`src/rtl/mem_stage_sram_ctrl.sv`:
```
// Multi-cycle MEM-stage controller for a single-port asynchronous SRAM; ready=0 freezes the pipeline.
// Optional macro MEM_CTRL_LAST_HIT_EN adds a one-entry last-access buffer that serves repeat reads.
module mem_stage_sram_ctrl #(
    parameter int unsigned BASE_ADDR     = 1024,
    parameter int unsigned SRAM_AW       = 18,
    parameter int unsigned ACCESS_CYCLES = 6
) (
    input  logic               clk,
    input  logic               rst,
    input  logic               rd_en,
    input  logic               wr_en,
    input  logic [31:0]        address,
    input  logic [31:0]        wdata,
    output logic [31:0]        rdata,
    output logic               ready,
    output logic [SRAM_AW-1:0] sram_addr,
    output logic [31:0]        sram_dq_out,
    output logic               sram_dq_oe,
    input  logic [31:0]        sram_dq_in,
    output logic               sram_we_n
);
    typedef enum logic [1:0] {IDLE, ACCESS, DONE} state_t;

    localparam logic [7:0] FIRST_CNT = 8'd1;
    localparam logic [7:0] LAST_CNT  = 8'(ACCESS_CYCLES - 2);

    state_t             state_q;
    logic [7:0]         cnt_q;
    logic               wr_op_q;
    logic [31:0]        rdata_q;
    logic [SRAM_AW-1:0] sram_addr_q;
    logic [31:0]        sram_dq_out_q;
    logic               sram_dq_oe_q;
    logic               sram_we_n_q;

    logic               req;
    logic               hit;
    logic [SRAM_AW-1:0] word_d;

    assign req    = rd_en | wr_en;
    assign word_d = SRAM_AW'((address - BASE_ADDR) >> 2);

    assign sram_addr   = sram_addr_q;
    assign sram_dq_out = sram_dq_out_q;
    assign sram_dq_oe  = sram_dq_oe_q;
    assign sram_we_n   = sram_we_n_q;

    always_comb begin
        ready = 1'b0;
        case (state_q)
            IDLE:    ready = ~req | hit;
            ACCESS:  ready = 1'b0;
            DONE:    ready = 1'b1;
            default: ready = 1'b0;
        endcase
    end

    // The write strobe is released one cycle early so data stays valid past the rising edge of we_n.
    always_ff @(posedge clk) begin
        if (!rst) begin
            state_q       <= IDLE;
            cnt_q         <= '0;
            wr_op_q       <= 1'b0;
            rdata_q       <= '0;
            sram_addr_q   <= '0;
            sram_dq_out_q <= '0;
            sram_dq_oe_q  <= 1'b0;
            sram_we_n_q   <= 1'b1;
        end else begin
            case (state_q)
                IDLE: begin
                    if (hit) begin
                        rdata_q <= rdata;
                    end else if (req) begin
                        wr_op_q       <= wr_en;
                        sram_addr_q   <= word_d;
                        sram_dq_out_q <= wdata;
                        sram_dq_oe_q  <= wr_en;
                        sram_we_n_q   <= ~(wr_en && (FIRST_CNT != LAST_CNT));
                        cnt_q         <= FIRST_CNT;
                        state_q       <= ACCESS;
                    end
                end
                ACCESS: begin
                    if (cnt_q == LAST_CNT) begin
                        if (!wr_op_q) begin
                            rdata_q <= sram_dq_in;
                        end
                        sram_dq_oe_q <= 1'b0;
                        sram_we_n_q  <= 1'b1;
                        state_q      <= DONE;
                    end else begin
                        cnt_q       <= cnt_q + 8'd1;
                        sram_we_n_q <= ~(wr_op_q && ((cnt_q + 8'd1) != LAST_CNT));
                    end
                end
                DONE: begin
                    state_q <= IDLE;
                end
                default: begin
                    state_q <= IDLE;
                end
            endcase
        end
    end

`ifdef MEM_CTRL_LAST_HIT_EN
    logic               hit_valid_q;
    logic [SRAM_AW-1:0] hit_tag_q;
    logic [31:0]        hit_data_q;

    // Captures whatever the last completed access moved across the SRAM bus.
    always_ff @(posedge clk) begin
        if (!rst) begin
            hit_valid_q <= 1'b0;
            hit_tag_q   <= '0;
            hit_data_q  <= '0;
        end else if (state_q == ACCESS && cnt_q == LAST_CNT) begin
            hit_valid_q <= 1'b1;
            hit_tag_q   <= sram_addr_q;
            hit_data_q  <= wr_op_q ? sram_dq_out_q : sram_dq_in;
        end
    end

    assign hit   = (state_q == IDLE) && rd_en && !wr_en && hit_valid_q && (hit_tag_q == word_d);
    assign rdata = hit ? hit_data_q : rdata_q;
`else
    assign hit   = 1'b0;
    assign rdata = rdata_q;
`endif

endmodule

```
`config.mk`:
```
export PLATFORM = sky130hd
export DESIGN_NAME = mem_stage_sram_ctrl
export DESIGN_NICKNAME = d
export VERILOG_FILES = /design/src/rtl/mem_stage_sram_ctrl.sv
export SDC_FILE = /design/constraint.sdc
export NUM_CORES = 1
export LEC_CHECK = 0
export ABC_CLOCK_PERIOD_IN_PS = 2500
export CAP_MARGIN = 15
export CORE_MARGIN = 2
export CORE_UTILIZATION = 35
export CTS_CLUSTER_SIZE = 24
export DETAILED_ROUTE_END_ITERATION = 8
export HOLD_SLACK_MARGIN = 0.05
export PLACE_DENSITY = 0.71
export SLEW_MARGIN = 10
export SYNTH_ARGS = -nofsm -noshare
export SYNTH_HDL_FRONTEND = slang
export SYNTH_SLANG_ARGS = --single-unit
```
`constraint.sdc`:
```
create_clock -name clk -period 2.5 [get_ports clk]
set_clock_uncertainty 0.2 [all_clocks]
set_input_delay 0.25 -clock clk [delete_from_list [all_inputs] [get_ports clk]]
set_output_delay 0.25 -clock clk [all_outputs]
set_load 0.05 [all_outputs]
```
==> out/results.ini, run 1 <==
[die]
io_pins=185
die_y_um=107
initial_core_util=0.361
dieWidth_um=107
die-area_sq_um=11500
row_count=37
coreArea_sq_um=10300

[worst_setup_path]
path_max_fanout=32
crit_arrival_ns=2.12
critPathKind=flip-flop to flip-flop
r2r_slack_ns=0.41
rr_endpoint=rdata[22]
cpPeakStageDelay_ns=0.49
r2r-start=cnt_q[0]
startpoint_type=flip-flop
r2r_cells=7
worstPathRequired_ns=2.53
cp_slowest_cell=or4_1
end_kind=flip-flop
path_cells=inv_1 > ha_1 > nand4bb_4 > or4_1 > buf_4 > nand2_1 > a21oi_1

[synthesis]
synth_nets=564
ys_seq_area_frac=0.510
synthDistinctLibCells=40
synth_ff_type=dfxtp_1
synth_edf_count=0
netlist_area_sq_um=3730
ys_ff_latch=95
synthArstFlopShare=0
ys_warn_count=0
synthCells=460
syn-mean-instance-area_sq_um=8.10

[drt]
drt_wl_total_um=10400
wl_per_cell_um=13.6
final_antenna_net_count=0
vias=3680
drt-initial-drc-count=158
first_pass_iters=4
remaining_drc_errors=0
viasPerCell=4.84

[cells_and_area]
area_growth_syn_to_layout_pct=54.2
n_fill_cell=957
drive_gt1_frac=0.0561
nNetsFinal=723
antennaDiodeCount=0

[placement]
post-dp-hpwl_um=7460
gp_congestion=0.813
port_buffers=170

[global_route]
grt_pass1_wl_um=16400
grt_pass1_vias=3492
antenna_found_initial=0
grt_overflow=0
grtUsageTotal=0.176
grt_start_max_net_pins=66

[timing]
slew_headroom=0.634
post-route-period-util=0.834
setup_viol=0
max_freq_mhz=479
worst_pin_slew_ns=0.547
period_minus_slack_ns=2.09
rsz0062_at_grt=false
finalSetupTns_ns=0
timing.hold.ws_ns=0.228
hold_viol_final=0
slew_violations=0

[clocking]
cts_resized=0
clk_path_buf_depth=2
cts-root-buf=clkbuf_8
insertion_delay_ns=0.35
ctsHoldBuffers=0
cts_max_level=3
cts_sinks=95
worst_setup_hold_path_clk_slew_ns=0.10
cts_buffers=9
post-cts-setup-buffers=0
cts_tree=yes

[min_path]
worstHoldStart=wdata[23]
hp-class=input port to flip-flop
whs_path_depth=3
min_delay_worst_endpoint=sram_dq_out[23]

[outcome]
outcome=completed

[pwr]
leakage_nw=2.03
power_per_cell_area_nw_per_um2=584
irDropWorstVdd_mv=0.305

[flow_run]
max_cap_violations=0

[Yosys cell counts (all sizes together) (2+ instances only)]
master	count	area share
nor3b	2	0.0040
clkbuf	17	0.017
inv	6	0.0060
a21oi	87	0.12
xor2	3	0.0071
nand3	5	0.0067
nor2	13	0.013
xnor2	6	0.014
o21a	2	0.0040
dfxtp	95	0.51
nor4	7	0.013
nor3	7	0.0094
a211oi	8	0.016
or4	2	0.0040
nand2	152	0.15
o21ai	12	0.016
ha	4	0.013
o311ai	2	0.0047
or3	3	0.0064
buf	14	0.027
[sequential cells by signal, indices dropped and copies added (netlist names)]
name         flops
sram_dq_out     32
rdata           32
sram_dq_oe       1
sram_we_n        1
sram_addr       18
cnt_q            8
wr_op_q          1
state_q          2
[cell families after synthesis]
family | count (synthesis) | synth area share
simple gates | 197 | 0.230
compound gates | 116 | 0.170
flops | 95 | 0.510
buf+inv | 37 | 0.0497
xor+xnor | 9 | 0.0211
fa+ha+maj | 4 | 0.0134
mux | 2 | 0.00571
[routing by layer]
layer | vias up | GRT usage | wire (um)
li1 | 1851 | - | -
met1 | 1671 | 0.214 | 4380
met2 | 145 | 0.275 | 4630
met3 | 13 | 0.0778 | 1200
met4 | 0 | 0.0631 | 153
met5 | - | 0 | 0
[final cells by class]
type                    instances  area [sq um]  area share
clock buffers                  11           141      0.0246
flip-flops and latches         95          1900       0.331
clock inverters                 5          41.3     0.00718
repair buffers                179          1820       0.316
inverters                       6          22.5     0.00392
multi-input cells             328          1650       0.288
well taps                     136           170      0.0296
[power by group]
part / switching [mW] / internal (mW) / total (mW)
clock: 0.545 / 0.399 / 0.943
sequential: 0.0458 / 1.59 / 1.63
combinational: 0.462 / 0.317 / 0.779
[layout by cell type, fill, tap and decap left out, drive strengths merged, types with 3 or more instances in the layout]
master and count:
ha 4, nand2 152, nor2 13, or3 3, nand3 5, clkbuf 11
xor2 3, clkdlybuf4s50 169, buf 10, nor3 7, a21oi 87, nor4 7
xnor2 6, a211oi 8, o21ai 12, dfxtp 95, inv 8
[metrics by stage]
stage / total power, mW / area, sq um / util / instances / worst slack, ns
5_1_grt: 3.51 / 5750 / 0.557 / 760 / 0.327
6_report: 3.36 / 5750 / 0.557 / 760 / 0.414
3_5_place_dp: 2.45 / 5570 / 0.539 / 744 / 0.308
3_3_place_gp: 2.44 / 5570 / 0.539 / 744 / 0.341
4_1_cts: 3.40 / 5750 / 0.557 / 760 / 0.422
2_1_floorplan: 2.10 / 3730 / - / 460 / 0.458
[worst max-delay path, delay by kind of cell, from the launching register on]
kind	cells	cell delay, ns
fa+ha+maj	1	0.21
compound gates	1	0.07
buf+inv	2	0.33
flops	1	0.37
simple gates	3	0.77
[worst max path at each step]
| stage | from | to | slack (ns) | depth (start not counted) |
|---|---|---|---|---|
| after floorplan | cnt_q[0] | cnt_q[2] | 0.46 | 6 |
| after global placement | address[10] | sram_addr[17] | 0.34 | 5 |
| after detailed placement | address[10] | sram_addr[14] | 0.31 | 7 |
| after CTS | cnt_q[0] | rdata[22] | 0.42 | 7 |
| after global routing | cnt_q[0] | rdata[7] | 0.33 | 7 |
| final | cnt_q[0] | rdata[22] | 0.41 | 7 |
Power figures use the tool's default switching activity.
==> inputs of run 2 (changes only) <==
ABC_CLOCK_PERIOD_IN_PS = 2100   (was 2500)
clock period = 2.1 ns   (was 2.5 ns; I/O delays follow)
==> run 2 against run 1 <==
Against the previous run:
- critical path depth unchanged
- first-iteration DRC count up 10%
- largest power group unchanged
- final cell count rose by 1.4%
- combinational power increased by 23%
- via count up 1.1%
==> out/results.ini, run 2 (synthesis results as in run 1) <==
[drt]
drt_wl_total_um=10400
vias=3721
first_pass_iters=4
final_antenna_net_count=0
wl_per_cell_um=13.5
viasPerCell=4.83
remaining_drc_errors=0
drt-initial-drc-count=174

[worst_setup_path]
crit_arrival_ns=2.01
path_max_fanout=32
worstPathRequired_ns=2.13
startpoint_type=flip-flop
end_kind=flip-flop
critPathKind=flip-flop to flip-flop

[pwr]
irDropWorstVdd_mv=0.358
power_per_cell_area_nw_per_um2=715
leakage_nw=2.12

[clocking]
cts_tree=yes
cts_buffers=9
cts_max_level=3
worst_setup_hold_path_clk_slew_ns=0.09
cts_sinks=95
clk_path_buf_depth=2
ctsHoldBuffers=0
insertion_delay_ns=0.35
cts-root-buf=clkbuf_8
post-cts-setup-buffers=0

[min_path]
hp-class=input port to flip-flop

[global_route]
grtUsageTotal=0.177
antenna_found_initial=0
grt_overflow=0
grt_pass1_wl_um=16400
grt_pass1_vias=3573
grt_start_max_net_pins=52

[cells_and_area]
regArea_sq_um=1900
multi_input_area_sq_um=1660
fin_util=0.572
final_common_cell=clkdlybuf4s50_1
drive_gt1_frac=0.0756
area_growth_syn_to_layout_pct=58.5
nNetsFinal=735
antennaDiodeCount=0
final_area_sq_um=5910
final_cell_mix=clkdlybuf4s50_1, nand2_1, dfxtp_1
n_fill_cell=941

[die]
die-area_sq_um=11500
die_y_um=107
coreArea_sq_um=10300
row_count=37
io_pins=185
initial_core_util=0.361
dieWidth_um=107

[timing]
max_freq_mhz=506
worst_pin_slew_ns=0.554
setup_viol=0
finalSetupTns_ns=0
period_minus_slack_ns=1.97
post-route-period-util=0.940
slew_violations=0
slew_headroom=0.629
hold_viol_final=0
rsz0062_at_grt=false

[flow_run]
max_cap_violations=0

[placement]
port_buffers=170
gp_congestion=0.788
post-dp-hpwl_um=7530
placed_cell_area_sq_um=5680

[outcome]
outcome=completed

==> run 2: what timing repair did <==
item | 4_1_cts | 5_1_grt
resized for setup | 0 | 3
hold endpoints to repair | 0 | 0
setup endpoints to repair | 0 | 32
==> run 2: path summary, 6_finish.rpt <==
kind	startpoint	to	slack (ns)	cells past startpoint
max	cnt_q[1]	rdata[31]	0.13	7
min	address[8]	sram_addr[6]	0.19	3
max reg2reg	cnt_q[1]	rdata[31]	0.13	7
min reg2reg	rdata[7]	rdata[7]	0.26	2
==> run 2: report_power, final <==
group / switching (mW) / leakage (nW) / internal [mW] / total [mW]
Sequential: 0.0520 / 0.777 / 1.89 / 1.94
Clock: 0.651 / 0.106 / 0.673 / 1.32
Combinational: 0.557 / 1.23 / 0.401 / 0.959
==> run 2: critical path: stages, from the launching register on <==
cell,delay (ns)
dfxtp_1,0.35
inv_1,0.08
ha_1,0.20
nand4bb_4,0.16
or4_4,0.51
buf_8,0.19
nand2_1,0.09
a21oi_1,0.07
==> run 2: per-layer routing <==
metal,share of wire,GRT usage
met1,0.42,0.207
met2,0.45,0.287
met3,0.11,0.0729
met4,0.022,0.0714
met5,0,0
==> run 2: layout make-up <==
class                           instances  share of cell area
Clock buffer                            9              0.0210
Inverter                                6             0.00381
Timing Repair Buffer                  191               0.328
Tap cell                              136              0.0288
Clock inverter                          6              0.0159
Multi-Input combinational cell        328               0.281
Sequential cell                        95               0.322
==> run 2: through the flow <==
stage	setup WS, ns	power (mW)	std cells	hold WS (ns)
5_1_grt	0.0188	4.41	771	0.184
3_3_place_gp	0.0487	2.93	756	0.242
2_1_floorplan	0.0578	2.50	460	0.106
4_1_cts	0.0712	4.29	771	0.172
6_report	0.125	4.23	771	0.193
3_5_place_dp	0.0354	2.95	756	0.245
==> variant 1 (settings of run 2) <==
Set the parameter `SRAM_AW` to 9 (it was 18).
--- a/src/rtl/mem_stage_sram_ctrl.sv
+++ b/src/rtl/mem_stage_sram_ctrl.sv
@@ -4,3 +4,3 @@
     parameter int unsigned BASE_ADDR     = 1024,
-    parameter int unsigned SRAM_AW       = 18,
+    parameter int unsigned SRAM_AW       = 9,
     parameter int unsigned ACCESS_CYCLES = 6
Interface: changed (resized sram_addr); port bits go from 185 to 176. No check against the original RTL was run, so the function may have changed too.
==> variant 1 against run 2 <==
Combinational power fell by 20%; cell area fell by 12%; power fell by 11%; sequential cell count fell by 9; area after synthesis fell by 11%; critical path depth fell by 6; final cell count fell by 12%; sequential share of layout area rose by 0.78 points; worst setup slack improved by 0.045 ns; routed wire length fell by 16%.
==> variant 1: results (changes against run 2) <==
wire length of the first global-routing pass=13.90 mm (-16%); parity-gate share of the synthesized area counting xor and xnor cells=0.005305 (-0.01584); endpoint of the most critical register-to-register path=sram_we_n$_SDFFE_PN1P_; Top delay family on crit path=buffers and inverters; sequential share of power=0.464 (+0.004); Filler cells=860 (-8.6%); total clock network power=1.24 mW (-6%); final RePlAce weighted congestion=0.8030 (+1.9%); biggest fanout along the worst timing path=2 (-94%); Net Count, Synth=514 (-8.9%); post-route insts no fill=676 (-12%); number of vias after detailed routing=3,253 (-13%); count of input and output buffers=152 (-11%); worst hold start=address[9]; data arrival time of the critical path=1.52 ns (-0.49 ns); pin count of the biggest net entering global routing=47 (-9.6%); compound-gate portion of the synthesized area=0.1648 (-0.005020); fraction of the yosys area taken by sequential cells=0.5214 (+0.01117); share of layout cells above drive strength 1=0.06726 (-0.008334); Routed met3 length=921 um (-19%); leading post-synthesis cells by cell area=dfxtp_1 52%, nand2_1 17%, a21oi_1 12%; worst setup margin=0.1698 ns (+0.04465 ns); internal power component=2.698 mW (-9.0%); status=complete, no violations; overall fraction of global-route tracks in use=0.1687 (-0.008213); Final Cell Area=0.005223 mm^2 (-12%); post-detailed-placement half-perimeter wirelength=6.214 mm (-18%); list of most frequent post-synthesis cells=150 x nand2_1, 86 x dfxtp_1, 82 x a21oi_1, 19 x clkbuf_1; mean post-synth cell area=8.034 um^2 (-0.85%); adder and majority gate portion of the synthesized area=0.01137 (-0.002059)
variant 1: cell types whose count changed after synthesis, sizes merged, moves of 5 or more:
cell	before	now
dfxtp	95	86
nor2	13	7
o21ai	12	7
xnor2	6	1
variant 1: worst min path at each step:
stage / end / slack [ns] / cells after the start
floorplan: sram_addr[8]$_SDFFE_PN0P_ / 0.11 / 1
global placement: sram_dq_out[20]$_SDFFE_PN0P_ / 0.24 / 2
detailed placement: rdata[27]$_SDFFE_PN0P_ / 0.25 / 2
CTS: sram_addr[7]$_SDFFE_PN0P_ / 0.18 / 3
global route: sram_addr[5]$_SDFFE_PN0P_ / 0.20 / 3
finish: sram_addr[7]$_SDFFE_PN0P_ / 0.20 / 3
variant 1: per-stage QoR:
stage | power [mW] | hold WS (ns)
after floorplan | 2.195 | 0.1063
after global placement | 2.545 | 0.2407
after detailed placement | 2.553 | 0.2456
after CTS | 3.806 | 0.1842
after global routing | 3.924 | 0.1975
final | 3.755 | 0.2043
variant 1: routing by layer:
layer	vias to the layer above	global-route usage
li1	1654	-
met3	7	0.06970
met2	122	0.2807
met1	1470	0.1997
met5	-	0
met4	0	0.05094
variant 1: final cells by class:
class	count	share of cell area
repair buffers	167	0.3268
clock buffers	10	0.02444
flip-flops and latches	86	0.3297
well taps	111	0.02659
multi-input cells	292	0.2731
inverters	4	0.002875
clock inverters	6	0.01653
variant 1: kinds of logic (layout without fill, tap and decap cells):
| family | count (synthesis) | after routing |
|---|---|---|
| buffers and inverters | 33 | 187 |
| AO/OA/AOI/OAI | 101 | 101 |
| AND/OR/NAND/NOR | 184 | 184 |
| XOR/XNOR | 2 | 2 |
| flip-flops | 86 | 86 |
| adder cells (fa/ha/maj) | 3 | 3 |
| multiplexers | 2 | 2 |
==> variant 2 (flow settings as in run 2) <==
Without the edit above. Encoding of `state_t`: now one-hot (3 bits for 3 states).
--- a/src/rtl/mem_stage_sram_ctrl.sv
+++ b/src/rtl/mem_stage_sram_ctrl.sv
@@ -21,3 +21,3 @@
 );
-    typedef enum logic [1:0] {IDLE, ACCESS, DONE} state_t;
+    typedef enum logic [2:0] {IDLE = 3'b001, ACCESS = 3'b010, DONE = 3'b100} state_t;
 
Behaviour: same outputs for any inputs over 4 cycles, from zero or initial values and one cycle with rst low; so few cycles prove little.
==> variant 2 against run 2 <==
First-iteration DRC count is 5.7% lower; worst setup slack worse by 0.031 ns; area after synthesis increased by 1.1%; sequential cell count is 1 higher; cell area up 1.7%; count of clock-buffer cells in the layout up 2; routed wire length rose by 1.5%; power increased by 3.2%; critical endpoint is now rdata[11]$_SDFFE_PN0P_; largest cell class unchanged.
==> variant 2: results (changes against run 2) <==
Min-Delay Endpoint=sram_dq_out[24]$_SDFFE_PN0P_; leading post-synthesis cells by cell area=dfxtp_1 51%, nand2_1 15%, a21oi_1 11%; reg-to-reg slack, setup=0.09 ns (-0.03 ns); post-detailed-placement half-perimeter wirelength=7.788 mm (+3.4%); final RePlAce weighted congestion=0.7950 (+0.84%); number of standard cells after synthesis=462 (+0.43%); depth of the most critical reg-to-reg path=5 (-2); Max IR drop VDD=0.3587 mV (+0.27%); endpoint of the most critical register-to-register path=rdata[11]$_SDFFE_PN0P_; data arrival time of the critical path=2.04 ns (+0.03 ns); Net Count, Synth=566 (+0.35%); DRT met1 WL=4.438 mm (+2.6%); share of layout cells above drive strength 1=0.09259 (+0.01700); start point of the critical path=state_q[1]$_SDFFE_PN0P_; list of most frequent post-synthesis cells=148 x nand2_1, 96 x dfxtp_1, 84 x a21oi_1, 16 x clkbuf_1, 13 x nor2_1; Filler cells=967 (+2.8%); worst hold start=wdata[24]; status=complete, no violations; distinct cell type count of the synthesized netlist=47 (+18%); fin nets=747 (+1.6%); final wirelength=10.53 mm (+1.5%); Worst path max stage delay=0.48 ns (-0.03 ns); pin count of the biggest net entering global routing=61 (+17%); GR Util met1=0.2086 (+0.001666); DRC marker count from the first detailed-route iteration=164 (-5.7%); GR Layer Usage met3=0.06901 (-0.003941); ratio of routed vias to standard cells=4.818 (-0.18%)
[variant 2: cell types whose count changed after synthesis, moves of 4 or more]
cell	run 2	this run
and3_1	0	5
buf_1	4	0
buf_2	4	9
nand2_1	152	148
nor4_1	6	2
[variant 2: layout make-up]
class,instances,area [um^2],share of cell area
repair buffers,200,1997,0.3322
clock buffers,11,141.4,0.02352
flip-flops and latches,96,1922,0.3197
well taps,136,170.2,0.02830
inverters,5,18.77,0.003122
multi-input cells,331,1707,0.2839
clock inverters,5,56.30,0.009365
[variant 2: per-stage QoR]
step | total power [mW] | TNS [ns] | cell area, um^2 | hold WS [ns] | setup WS (ns)
after global placement | 3.186 | -0.3626 | 5799 | 0.2414 | -0.2542
after global routing | 4.572 | 0 | 6012 | 0.1782 | 0.01337
final | 4.361 | 0 | 6012 | 0.1910 | 0.09430
after CTS | 4.412 | 0 | 5997 | 0.1701 | 0.03255
after detailed placement | 3.202 | -0.5503 | 5799 | 0.2469 | -0.3552
after floorplan | 2.679 | 0 | 3770 | 0.1057 | 0.1334
[variant 2: power by group through the flow]
stage / registers (mW) / logic [mW] / clock network, mW
after floorplan: 2.39 / 0.285 / 0
after global placement: 2.03 / 1.16 / 0
after detailed placement: 2.04 / 1.17 / 0
after CTS: 2.00 / 1.17 / 1.25
after global routing: 2.01 / 1.24 / 1.32
final: 1.99 / 1.16 / 1.21
[variant 2: what timing repair did]
action,4_1_cts,5_1_grt
resized for setup,0,2
setup buffers,0,0
setup endpoints to repair,0,1
[variant 2: cells by family after synthesis]
kind of cell	Yosys count	synth area share
AND/OR/NAND/NOR	203	0.2416
AO/OA/AOI/OAI	116	0.1699
flip-flops	96	0.5098
buffers and inverters	35	0.04680
XOR/XNOR	8	0.01858
adder cells (fa/ha/maj)	4	0.01328
